==> src/rtl/srl_fifo_pkg.sv <==
// srl_fifo_pkg: shared sizing constants and the count type for the SRL FIFO.
//   SRL_MAX_DEPTH : deepest supported shift-register column (SRL16)
//   SRL_ADDR_W    : tap address width
//   SRL_CNT_W     : width of cnt / occupied / space (holds 0..DEPTH+1)
package srl_fifo_pkg;

  localparam int unsigned SRL_MAX_DEPTH = 16;
  localparam int unsigned SRL_ADDR_W    = 4;
  localparam int unsigned SRL_CNT_W     = 5;

  typedef logic [SRL_CNT_W-1:0] srl_cnt_t;

  // Occupancy step: +1 on write only, -1 on read only, hold otherwise.
  function automatic srl_cnt_t srl_cnt_step(input srl_cnt_t cnt,
                                            input logic     inc,
                                            input logic     dec);
    srl_cnt_t nxt;
    nxt = cnt;
    unique case ({inc, dec})
      2'b10:   nxt = srl_cnt_t'(cnt + 1'b1);
      2'b01:   nxt = srl_cnt_t'(cnt - 1'b1);
      default: nxt = cnt;
    endcase
    return nxt;
  endfunction

endpackage

==> src/rtl/srl_fifo_ctrl_shift_array.sv <==
// srl_shift_array: addressable shift-register array, one SRL16-style column
// per data bit. No reset; contents are only meaningful under the controller.
//   clk      : rising-edge clock
//   shift_en : shift d into tap 0, tap k takes tap k-1
//   d        : write data
//   addr     : tap address for the combinational read port
//   q        : contents of tap addr
module srl_shift_array
  import srl_fifo_pkg::*;
#(
  parameter int unsigned WIDTH = 18,
  parameter int unsigned DEPTH = 16
) (
  input  logic                  clk,
  input  logic                  shift_en,
  input  logic [WIDTH-1:0]      d,
  input  logic [SRL_ADDR_W-1:0] addr,
  output logic [WIDTH-1:0]      q
);

  localparam int unsigned IDX_W = (DEPTH > 1) ? $clog2(DEPTH) : 1;

  logic [WIDTH-1:0] taps_q [DEPTH];
  logic [WIDTH-1:0] taps_d [DEPTH];

  always_comb begin
    taps_d = taps_q;
    if (shift_en) begin
      taps_d[0] = d;
      for (int unsigned k = 1; k < DEPTH; k++) begin
        taps_d[k] = taps_q[k-1];
      end
    end
  end

  always_ff @(posedge clk) begin
    taps_q <= taps_d;
  end

  assign q = taps_q[addr[IDX_W-1:0]];

endmodule

==> src/rtl/srl_fifo_ctrl.sv <==
// srl_fifo_ctrl: ready/valid FIFO on an addressable shift-register array.
// Writes always shift into tap 0; the read side addresses tap cnt-1 (oldest).
// Optional output register selected by `define SRL_FIFO_OUTREG_EN
// (adds one entry of capacity and one cycle of latency).
//   clk, rst_n        : clock, asynchronous active-low reset
//   clear             : synchronous flush (overrides push/pop)
//   i_tdata/i_tvalid/i_tready : write side
//   o_tdata/o_tvalid/o_tready : read side
//   occupied / space  : entries held / CAPACITY - occupied
module srl_fifo_ctrl
  import srl_fifo_pkg::*;
#(
  parameter int unsigned WIDTH = 18,
  parameter int unsigned DEPTH = 16
) (
  input  logic                 clk,
  input  logic                 rst_n,
  input  logic                 clear,
  input  logic [WIDTH-1:0]     i_tdata,
  input  logic                 i_tvalid,
  output logic                 i_tready,
  output logic [WIDTH-1:0]     o_tdata,
  output logic                 o_tvalid,
  input  logic                 o_tready,
  output logic [SRL_CNT_W-1:0] occupied,
  output logic [SRL_CNT_W-1:0] space
);

  localparam srl_cnt_t DEPTH_C = srl_cnt_t'(DEPTH);
`ifdef SRL_FIFO_OUTREG_EN
  localparam srl_cnt_t CAPACITY_C = srl_cnt_t'(DEPTH + 1);
`else
  localparam srl_cnt_t CAPACITY_C = srl_cnt_t'(DEPTH);
`endif

  srl_cnt_t              cnt_q, cnt_d;
  logic                  push, pop, arr_rd, arr_nonempty;
  logic [SRL_ADDR_W-1:0] rd_addr;
  logic [WIDTH-1:0]      tap;

  assign arr_nonempty = (cnt_q != '0);
  assign i_tready     = (cnt_q != DEPTH_C);
  assign push         = i_tvalid & i_tready;
  assign pop          = o_tvalid & o_tready;
  assign rd_addr      = SRL_ADDR_W'(cnt_q - 1'b1);

  srl_shift_array #(
    .WIDTH (WIDTH),
    .DEPTH (DEPTH)
  ) u_array (
    .clk      (clk),
    .shift_en (push),
    .d        (i_tdata),
    .addr     (rd_addr),
    .q        (tap)
  );

`ifdef SRL_FIFO_OUTREG_EN
  logic             reg_valid_q, reg_valid_d;
  logic [WIDTH-1:0] reg_data_q, reg_data_d;

  // The array is read whenever the output register is empty or being drained.
  assign arr_rd = arr_nonempty & (~reg_valid_q | pop);

  always_comb begin
    reg_valid_d = reg_valid_q;
    reg_data_d  = reg_data_q;
    if (clear) begin
      reg_valid_d = 1'b0;
    end else if (arr_rd) begin
      reg_valid_d = 1'b1;
      reg_data_d  = tap;
    end else if (pop) begin
      reg_valid_d = 1'b0;
    end
  end

  always_ff @(posedge clk or negedge rst_n) begin
    if (!rst_n) begin
      reg_valid_q <= 1'b0;
    end else begin
      reg_valid_q <= reg_valid_d;
    end
  end

  always_ff @(posedge clk) begin
    reg_data_q <= reg_data_d;
  end

  assign o_tvalid = reg_valid_q;
  assign o_tdata  = reg_data_q;
  assign occupied = srl_cnt_t'(cnt_q + {{(SRL_CNT_W-1){1'b0}}, reg_valid_q});
`else
  assign arr_rd   = pop;
  assign o_tvalid = arr_nonempty;
  assign o_tdata  = tap;
  assign occupied = cnt_q;
`endif

  assign space = srl_cnt_t'(CAPACITY_C - occupied);

  always_comb begin
    cnt_d = srl_cnt_step(cnt_q, push, arr_rd);
    if (clear) begin
      cnt_d = '0;
    end
  end

  always_ff @(posedge clk or negedge rst_n) begin
    if (!rst_n) begin
      cnt_q <= '0;
    end else begin
      cnt_q <= cnt_d;
    end
  end

endmodule

==> config.mk <==
export PLATFORM = sky130hd
export DESIGN_NAME = srl_fifo_ctrl
export DESIGN_NICKNAME = d
export VERILOG_FILES = /design/src/rtl/srl_fifo_pkg.sv /design/src/rtl/srl_fifo_ctrl_shift_array.sv /design/src/rtl/srl_fifo_ctrl.sv
export SDC_FILE = /design/constraint.sdc
export NUM_CORES = 1
export LEC_CHECK = 0
export CAP_MARGIN = 20
export CORE_MARGIN = 2
export CORE_UTILIZATION = 30
export CTS_BUF_LIST = sky130_fd_sc_hd__clkbuf_4
export DETAILED_ROUTE_END_ITERATION = 16
export PLACE_DENSITY_LB_ADDON = 0.2
export SLEW_MARGIN = 30
export SYNTH_ARGS = -nofsm -noshare
export SYNTH_HDL_FRONTEND = slang
export SYNTH_SLANG_ARGS = --single-unit
==> constraint.sdc <==
create_clock -name clk -period 9.79 [get_ports clk]
set_clock_uncertainty 0.1 [all_clocks]
set_input_delay 1.958 -clock clk [delete_from_list [all_inputs] [get_ports clk]]
set_output_delay 1.958 -clock clk [all_outputs]
set_load 0.05 [all_outputs]
* Word level (Yosys, flattened, before mapping)
Cells that the tools add are included.
Storage, ports and cells: flip-flop bits (word level) 293, latch bits 0, bits in writable memories 0, memory bits (read-only) 0, input port bits 23, output and inout port bits 30, memories 0
Cells by class: add/subtract/negate cells 3, multiply operators 0, divide/modulo/power cells 0, magnitude comparators 1, equal/unequal tests 3, shift operators 0, mux-type cells 5, bitwise logic cells 3, reductions and logical operators 2
Operators with widths (count):
- binary-select mux 18 bit (select 4 bit) | 1
- two-way mux 18 bit | 2
- one-hot mux 5 bit (2 select lines) | 1
- adder 5 x 1 -> 5 bit (second input constant) | 1
- >= comparator 5 bit (second input constant) | 1
- two-way mux 5 bit | 1
- inequality test 5 bit (second input constant) | 1
- inverter 4 -> 5 bit | 1
- nonzero test 5 bit | 1
- subtractor 5 x 1 -> 5 bit (second input constant) | 1
- subtractor 5 bit (first input constant) | 1
- nonzero test 3 bit | 1
- AND 1 bit | 2
- == test 2 x 1 -> 1 bit (second input constant) | 1
- == test 2 bit (second input constant) | 1

* Logic depth before layout (Yosys ltp)
Gate-level depths: netlist of run 1.
depth in word-level cells 5, gate-level depth with buffers 12, gate-level depth less buffers 9

* By module
Synthesis of run 1 repeated with hierarchy kept, for this count alone.
Unflattened totals: cells, all modules 489, area total of the unflattened synthesis 11289.6 µm²
By module, submodules not included:
- srl_shift_array | times used 1, cells an instance 441, area an instance 10852.9 µm², sequential area each 8648.3 µm²
- srl_fifo_ctrl | times used 1, cells an instance 48, area an instance 436.7 µm², sequential area each 125.1 µm²

* Worst setup path before layout of run 1
Ideal clock, no wire load.
path type input to register, from input i_tvalid, to register cnt_q[4] (netlist: occupied[4]), library setup time 0.086 ns, data arrival time 8.717 ns, required time 9.604 ns, slack 0.887 ns, stages on the path 5, cells stage by stage nand2b_1 > inv_1 > nand3_1 > and3_1 > nor3_1
Between the ends: word-level cells in the longest chain between the ends 4
RTL lines:
- start: declaration | RTL line srl_fifo_ctrl.sv:20 | input logic i_tvalid,
- AND 1 bit * | RTL line srl_fifo_ctrl.sv:43 | assign push = i_tvalid & i_tready;
- named net push | RTL line srl_fifo_ctrl.sv:37 | logic push, pop, arr_rd, arr_nonempty;
- == test 2 x 1 -> 1 bit or == test 2 bit (tied branches) | RTL line srl_fifo_pkg.sv:19 | unique case ({inc, dec})
- one-hot mux 5 bit (2 select lines) | RTL line srl_fifo_pkg.sv:19
- two-way mux 5 bit | RTL line srl_fifo_ctrl.sv:104 | if (clear) begin
- end signal: assignment | RTL line srl_fifo_ctrl.sv:113 | cnt_q <= cnt_d;
- end: declaration | RTL line srl_fifo_ctrl.sv:36 | srl_cnt_t cnt_q, cnt_d;
Mark *: on every way through the listed nets, which the timed path passes. The rest lies on a longest branch. A chain may end at the register's enable or synchronous reset.

* Final worst setup path of run 1
from register cnt_q[0] (netlist: occupied[0]), to output o_tdata[12]
Between the ends: word-level cells in the longest chain between the ends 5
RTL lines:
- subtractor 5 x 1 -> 5 bit
- inverter 4 -> 5 bit (implied by the code) | RTL line srl_fifo_ctrl_shift_array.sv:40 | assign q = taps_q[addr[IDX_W-1:0]];
- binary-select mux 18 bit (select 4 bit) | RTL line srl_fifo_ctrl_shift_array.sv:40
- two-way mux 18 bit (implied by the code) (2 in series) | RTL line srl_fifo_ctrl_shift_array.sv:40
- end: declaration | RTL line srl_fifo_ctrl.sv:22 | output logic [WIDTH-1:0] o_tdata,
No other way between the ends. The select of a mux whose other input is x is not followed.

==> metrics.yaml, run 1 <==
synthSimpleGateAreaFrac_pct: 2.239
min_from: "u_array.taps_q[250]$_DFFE_PP_"
coreArea_mm2: 0.03776
h-tree-depth: 3
worst_slack_ns: 2.880
drive_gt1_share_pct: 31.32
irDropWorstVdd_v: 0.0001965
synthArstFlopShare_pct: 1.706
synth_top_family_by_area: "multiplexers"
synth_mux_area_share_pct: 15.65
finalSetupViolCount: 0
cts.sinks: 293
wl_met1_um: 10080
p_seq_share_pct: 37.2
post-route-period-util_pct: 70.58
power_switching_w: 0.001784
grt_antenna_before_repair: 4
final_nets: 654
synth_area_mm2: 0.01151
ys.warnings.count: 0
cp-start-kind: "flip-flop"
gp_congestion: 0.7505
ios: 53
clock.fmax_ghz: 0.1447
syn-instance-count: 512
drv_cap: 0
hold_viol: 0
ant_nets: 0
p_clk_share_pct: 22.1
fin_util_pct: 35.88
syn_to_final_growth_pct: 17.67
fin_tns_setup_ns: 0
r2r_start: "occupied[0]$_DFFE_PN0P_"
r2r_setup_slack_ns: 5.65
grt_pass1_wl_um: 34140
crit_path_end_kind: "primary output"
dieHeight_um: 199.9
hpwl_um: 12240
num-fill-cells: 3517
slew_violations: 0
ys_ff_latch: 293
synth_compound_area_share_pct: 2.869
worstHoldPathType: "flip-flop to flip-flop"
wl_met3_um: 1072
holdPathStages: 0
worstSetupPathType: "flip-flop to primary output"
post-place-ws_ns: 3.412
synth_fp_nets: 540
cts_tree: "done"
highest_layer: "met4"
drt_wl_total_um: 21620
internal_power_w: 0.002873
dieArea_mm2: 0.03996
power_leakage_nw: 4.467
r2r-end: "u_array.taps_q[233]$_DFFE_PP_"
synthAdderAreaFrac_pct: 0.5434
power_frac_comb_pct: 40.8
crit_path_max_fanout: 39
cts_resized: 0
maxSlewHeadroom_pct: 43.91
die_width_um: 199.9
reg2reg_depth: 9
grt_start_max_net_pins: 132
cts-buffers-inserted: 79
yosysUniqueCellTypes: 32
met2_length_um: 9977
vias_per_cell: 4.583
grt_use_total_pct: 11.24
grt_pass1_vias: 5961
finalCriticalPeriod_ns: 6.910
vias: 5468
start_util_pct: 30.49
clock_latency_ns: 0.67
first_pass_iters: 4
clk_pin_slew_ns: 0.06
status: "complete, no violations"
cts_root_buf: "clkbuf_4"
io_buffers: 52
std_cell_rows: 71
worst_slew_pin_slew_ns: 0.8414
grt-ovfl-total: 0
min_to: "u_array.taps_q[232]$_DFFE_PP_"
crit_required_ns: 7.73
synthXorXnorAreaFrac_pct: 0.4565
swShare_pct: 38.31
rsz0062_at_grt: "false"
synth_edf_count: 288
seq_area_frac_synth_pct: 76.21
post_cts_buffers: 0
hold_ws_ns: 0.3315
route.detailed.drc: 0
drtIter0Drc: 399
synthFlopType: "edfxtp_1"
syn_avg_cell_area_um2: 22.48
routedWlPerCell_um: 18.12
power_density_mw_per_mm2: 343.8
clockBufferDepth: 3
cts_hold_buf: 0
arrival_ns: 4.85
-- worst max-delay path by stage --
stage / startpoint / to / slack (ns) / depth (start not counted)
final: occupied[0]$_DFFE_PN0P_ / o_tdata[12] / 2.88 / 8
after floorplan: i_tvalid / occupied[4]$_DFFE_PN0P_ / 0.89 / 5
after global placement: occupied[0]$_DFFE_PN0P_ / o_tdata[12] / 3.46 / 8
after detailed placement: occupied[0]$_DFFE_PN0P_ / o_tdata[12] / 3.41 / 8
after CTS: occupied[0]$_DFFE_PN0P_ / o_tdata[12] / 2.65 / 8
after global routing: occupied[0]$_DFFE_PN0P_ / o_tdata[12] / 2.49 / 8
-- power groups by stage --
stage	clock network, W	registers (W)	logic [W]
global placement	0	0.00175	0.00192
CTS	0.00108	0.00174	0.00195
floorplan	0	0.00174	0.00140
finish	0.00103	0.00173	0.00190
detailed placement	0	0.00176	0.00194
global route	0.00115	0.00176	0.00202
-- metal layers --
metal / vias up / global-route usage, %
li1: 2427 / -
met1: 2876 / 15.29
met2: 128 / 16.50
met3: 37 / 3.343
met4: 0 / 5.460
met5: - / 0
-- cell families (layout without fill, tap and decap cells) --
| kind of cell | Yosys count | count (layout) |
|---|---|---|
| mux | 90 | 90 |
| flops | 293 | 293 |
| fa+ha+maj | 5 | 5 |
| buf+inv | 34 | 202 |
| xor+xnor | 3 | 3 |
| compound gates | 44 | 44 |
| simple gates | 43 | 43 |
| other cells | 0 | 2 |
-- state kept, by name, indices dropped and copies added (netlist names) --
register	count
occupied	5
u_array.taps_q	288
-- synth_stat cells, types with 2 or more instances --
master | n | area share (%)
and2b_1 | 4 | 0.26
a211oi_1 | 9 | 0.59
clkbuf_1 | 5 | 0.16
inv_1 | 7 | 0.23
buf_2 | 7 | 0.30
dfrtp_1 | 5 | 1.1
nand2b_1 | 2 | 0.11
nand3_1 | 4 | 0.17
a21oi_1 | 21 | 0.91
a211oi_2 | 11 | 1.2
nor2_1 | 3 | 0.098
nor2b_1 | 15 | 0.82
and3_1 | 5 | 0.27
buf_6 | 5 | 0.49
nor3_1 | 4 | 0.17
buf_8 | 3 | 0.39
edfxtp_1 | 288 | 75
buf_4 | 7 | 0.46
ha_1 | 5 | 0.54
mux2i_1 | 18 | 1.6
mux4_2 | 72 | 14
nand2_1 | 2 | 0.065
-- worst max-delay path, stage by stage (launching register included) --
cell and delay (ns):
dfrtp_4 0.91, inv_1 0.18, ha_1 0.33, xor2_4 0.63, buf_4 0.56, mux4_2 0.29
mux2i_1 0.06, a21oi_1 0.33, clkdlybuf4s50_1 0.87
-- per-stage QoR --
step / instance area [um^2] / total power (W) / instances
after CTS: 13540 / 0.004766 / 1191
after global routing: 13550 / 0.004932 / 1193
final: 13550 / 0.004657 / 1193
after global placement: 12550 / 0.003670 / 1054
after detailed placement: 12600 / 0.003700 / 1056
after floorplan: 11510 / 0.003139 / 512
-- layout by cell type (no fill, tap or decap), types with 9 or more instances in the layout --
cell type          n
edfxtp_1         288
clkinv_1          19
mux2i_1           18
clkbuf_4         106
nor2b_1           15
mux4_2            72
clkdlybuf4s50_1   52
a21oi_1           21
a211oi_1           9
a211oi_2          11
-- area by class of cell --
class                           count  area [um^2]  share of cell area (%)
Antenna cell                        2        5.005                 0.03694
Sequential cell                   293         8777                   64.79
Tap cell                          511        639.4                   4.720
Timing Repair Buffer               60        633.1                   4.674
Clock buffer                      106        795.8                   5.874
Inverter                            7        33.78                  0.2494
Clock inverter                     29        143.9                   1.062
Multi-Input combinational cell    185         2519                   18.59
Note: power is estimated with default switching activity, not from simulation.
==> run 2, diff against run 1 <==
==> constraint.sdc (replaced) <==
create_clock -name clk -period 6 [get_ports clk]
set_clock_uncertainty 0.1 [all_clocks]
set_input_delay 1.2 -clock clk [delete_from_list [all_inputs] [get_ports clk]]
set_output_delay 1.2 -clock clk [all_outputs]
set_load 0.05 [all_outputs]
==> run 2 against run 1 <==
Net effect: global-route usage grew 0.10 points; total power up 69%; flip-flop and latch count unchanged; design area grew 1.5%; routed wire length rose by 0.92%; worst setup slack worse by 2.0 ns; register-to-register slack got worse by 3.2 ns; sequential share of layout area fell by 0.94 points; final cell count is 1.0% higher; count of clock-buffer cells in the layout grew 17; highest routed layer unchanged.
==> metrics.yaml, run 2 (same netlist as run 1, synthesis figures left out) <==
status: "complete, no violations"
die_width_um: 199.9  # unchanged
arrival_ns: 3.86  # -0.99 ns
internal_power_w: 0.004913  # +71%
largest_reg_flops: 288  # unchanged
power_switching_w: 0.002958  # +66%
crit_path_end_kind: "primary output"
slew_violations: 0  # unchanged
coreArea_mm2: 0.03776  # unchanged
fin_util_pct: 36.41  # +0.53 points
min_to: "u_array.taps_q[84]$_DFFE_PP_"
cts_hold_buf: 0  # unchanged
worstHoldPathType: "flip-flop to flip-flop"
post-route-period-util_pct: 86.06
drive_gt1_share_pct: 33.91  # +2.6 points
power_frac_comb_pct: 41.2  # +0.4 points
start_util_pct: 30.49  # unchanged
r2r-end: "u_array.taps_q[271]$_DFFE_PP_"
grt_pass1_wl_um: 34720  # +1.7%
cts_tree: "done"
ant_nets: 0  # unchanged
vias_per_cell: 4.571  # -0.27%
num-fill-cells: 3498  # -0.54%
drtIter0Drc: 480  # +20%
cts_root_buf: "clkbuf_4"
crit_path_max_fanout: 32  # -18%
grt_use_total_pct: 11.34  # +0.10 points
reg2reg_depth: 8  # -1
clk_pin_slew_ns: 0.07  # about the same
cts_resized: 0  # unchanged
irDropWorstVdd_v: 0.0002962  # +51%
clock.fmax_ghz: 0.1937
p_clk_share_pct: 23.3  # +1.2 points
first_pass_iters: 7  # +3
h-tree-depth: 3  # unchanged
crit_required_ns: 4.70  # -3.03 ns
io_buffers: 52  # unchanged
holdPathStages: 0  # unchanged
crit_chain: "inv_1 -> ha_4 -> buf_4 -> mux4_2 -> nor2b_1 -> a211oi_1 -> a21oi_1 -> clkdlybuf4s50_1"
maxSlewHeadroom_pct: 47.14  # +3.2 points
grt_antenna_before_repair: 2  # -2
hold_ws_ns: 0.3293  # -0.002284 ns
r2r_setup_slack_ns: 2.45  # -3.20 ns
gp_congestion: 0.7386  # -1.6%
cp-start-kind: "flip-flop"
grt-ovfl-total: 0  # unchanged
clockBufferDepth: 3  # unchanged
grt_pass1_vias: 6005  # +0.74%
hpwl_um: 12030  # -1.7%
syn_to_final_growth_pct: 19.41
slowest_delay_ns: 0.88  # -0.03 ns
dieArea_mm2: 0.03996  # unchanged
top_register: "u_array.taps_q"
dieHeight_um: 199.9  # unchanged
swShare_pct: 37.58  # -0.73 points
power_density_mw_per_mm2: 572.5  # +67%
rsz0062_at_grt: "false"
finalCriticalPeriod_ns: 5.163
hold_viol: 0  # unchanged
layout_common_cells: "288 x edfxtp_1, 123 x clkbuf_4, 72 x mux4_2, 52 x clkdlybuf4s50_1, 21 x a21oi_1"
worst_slew_pin_slew_ns: 0.7929  # -0.04847 ns
cts.sinks: 293  # unchanged
drt_wl_total_um: 21820  # +0.92%
drv_cap: 0  # unchanged
post_cts_buffers: 0  # unchanged
ios: 53  # unchanged
p_seq_share_pct: 35.4  # -1.8 points
grt_start_max_net_pins: 206  # +56%
routedWlPerCell_um: 18.11  # about the same
cts-buffers-inserted: 79  # unchanged
worstSetupPathType: "flip-flop to primary output"
min_from: "u_array.taps_q[102]$_DFFE_PP_"
clock_latency_ns: 0.68  # about the same
vias: 5508  # +0.73%
r2r_start: "occupied[2]$_DFFE_PN0P_"
power_leakage_nw: 4.558  # +2.0%
finalSetupViolCount: 0  # unchanged
final_nets: 658  # +0.61%
crit_slowest_cell: "clkdlybuf4s50_1"
std_cell_rows: 71  # unchanged
route.detailed.drc: 0  # unchanged
layout_commonest_cell: "edfxtp_1"
## run 2: changes by cell type in the layout (fill, tap and decap cells not counted), sizes merged
cell	delta
clkbuf	+17
clkinv	-13
bufinv	+1
buf	+4
clkinvlp	+1
diode	+2
## run 2: power groups by stage
| stage | combinational (W) | clock [W] | sequential [W] |
|---|---|---|---|
| after floorplan | 0.00233 | 0 | 0.00282 |
| after global placement | 0.00325 | 0 | 0.00281 |
| after detailed placement | 0.00331 | 0 | 0.00283 |
| after CTS | 0.00332 | 0.00193 | 0.00279 |
| after global routing | 0.00346 | 0.00204 | 0.00283 |
| final | 0.00325 | 0.00184 | 0.00279 |
## run 2: stage by stage
step / setup slack [ns] / std cells / power [W] / setup TNS (ns) / area (um^2)
floorplan: -0.4363 / 512 / 0.005142 / -114.55 / 11580
global placement: 1.470 / 1058 / 0.006052 / 0 / 12630
detailed placement: 1.449 / 1059 / 0.006139 / 0 / 12650
CTS: 0.7029 / 1200 / 0.008037 / 0 / 13700
global route: 0.5789 / 1205 / 0.008321 / 0 / 13750
finish: 0.8366 / 1205 / 0.007871 / 0 / 13750
## run 2: how the worst max path moves through the flow
stage,start,slack [ns],endpoint
detailed placement,occupied[1]$_DFFE_PN0P_,1.45,o_tdata[3]
finish,occupied[1]$_DFFE_PN0P_,0.84,o_tdata[3]
CTS,occupied[1]$_DFFE_PN0P_,0.70,o_tdata[3]
global route,occupied[1]$_DFFE_PN0P_,0.58,o_tdata[13]
global placement,occupied[2]$_DFFE_PN0P_,1.47,o_tdata[3]
floorplan,occupied[0]$_DFFE_PN0P_,-0.44,occupied[2]$_DFFE_PN0P_
## run 2: per-layer routing
layer / wire length, um / global-route usage, % / share of wire [%]
met2: 10040 / 16.69 / 46
met3: 1034 / 3.159 / 4.7
met5: 0 / 0 / 0
met4: 378 / 5.048 / 1.7
met1: 10370 / 15.70 / 48
## run 2: cell type report
type | count | area, um^2 | share of cell area, %
diodes | 4 | 10.01 | 0.07281
clock buffers | 123 | 923.4 | 6.717
clock inverters | 18 | 125.1 | 0.9102
inverters | 7 | 37.54 | 0.2731
multi-input cells | 185 | 2551 | 18.56
flip-flops and latches | 293 | 8777 | 63.85
well taps | 511 | 639.4 | 4.651
repair buffers | 64 | 683.2 | 4.970
## run 2: critical path, delay by kind of cell (launching register included)
| kind | cells | cell delay, ns |
|---|---|---|
| DFF | 1 | 0.49 |
| muxes | 1 | 0.22 |
| buffers and inverters | 3 | 1.35 |
| adders and majority gates | 1 | 0.66 |
| and+or+nand+nor | 1 | 0.13 |
| AOI/OAI and AO/OA | 2 | 0.32 |
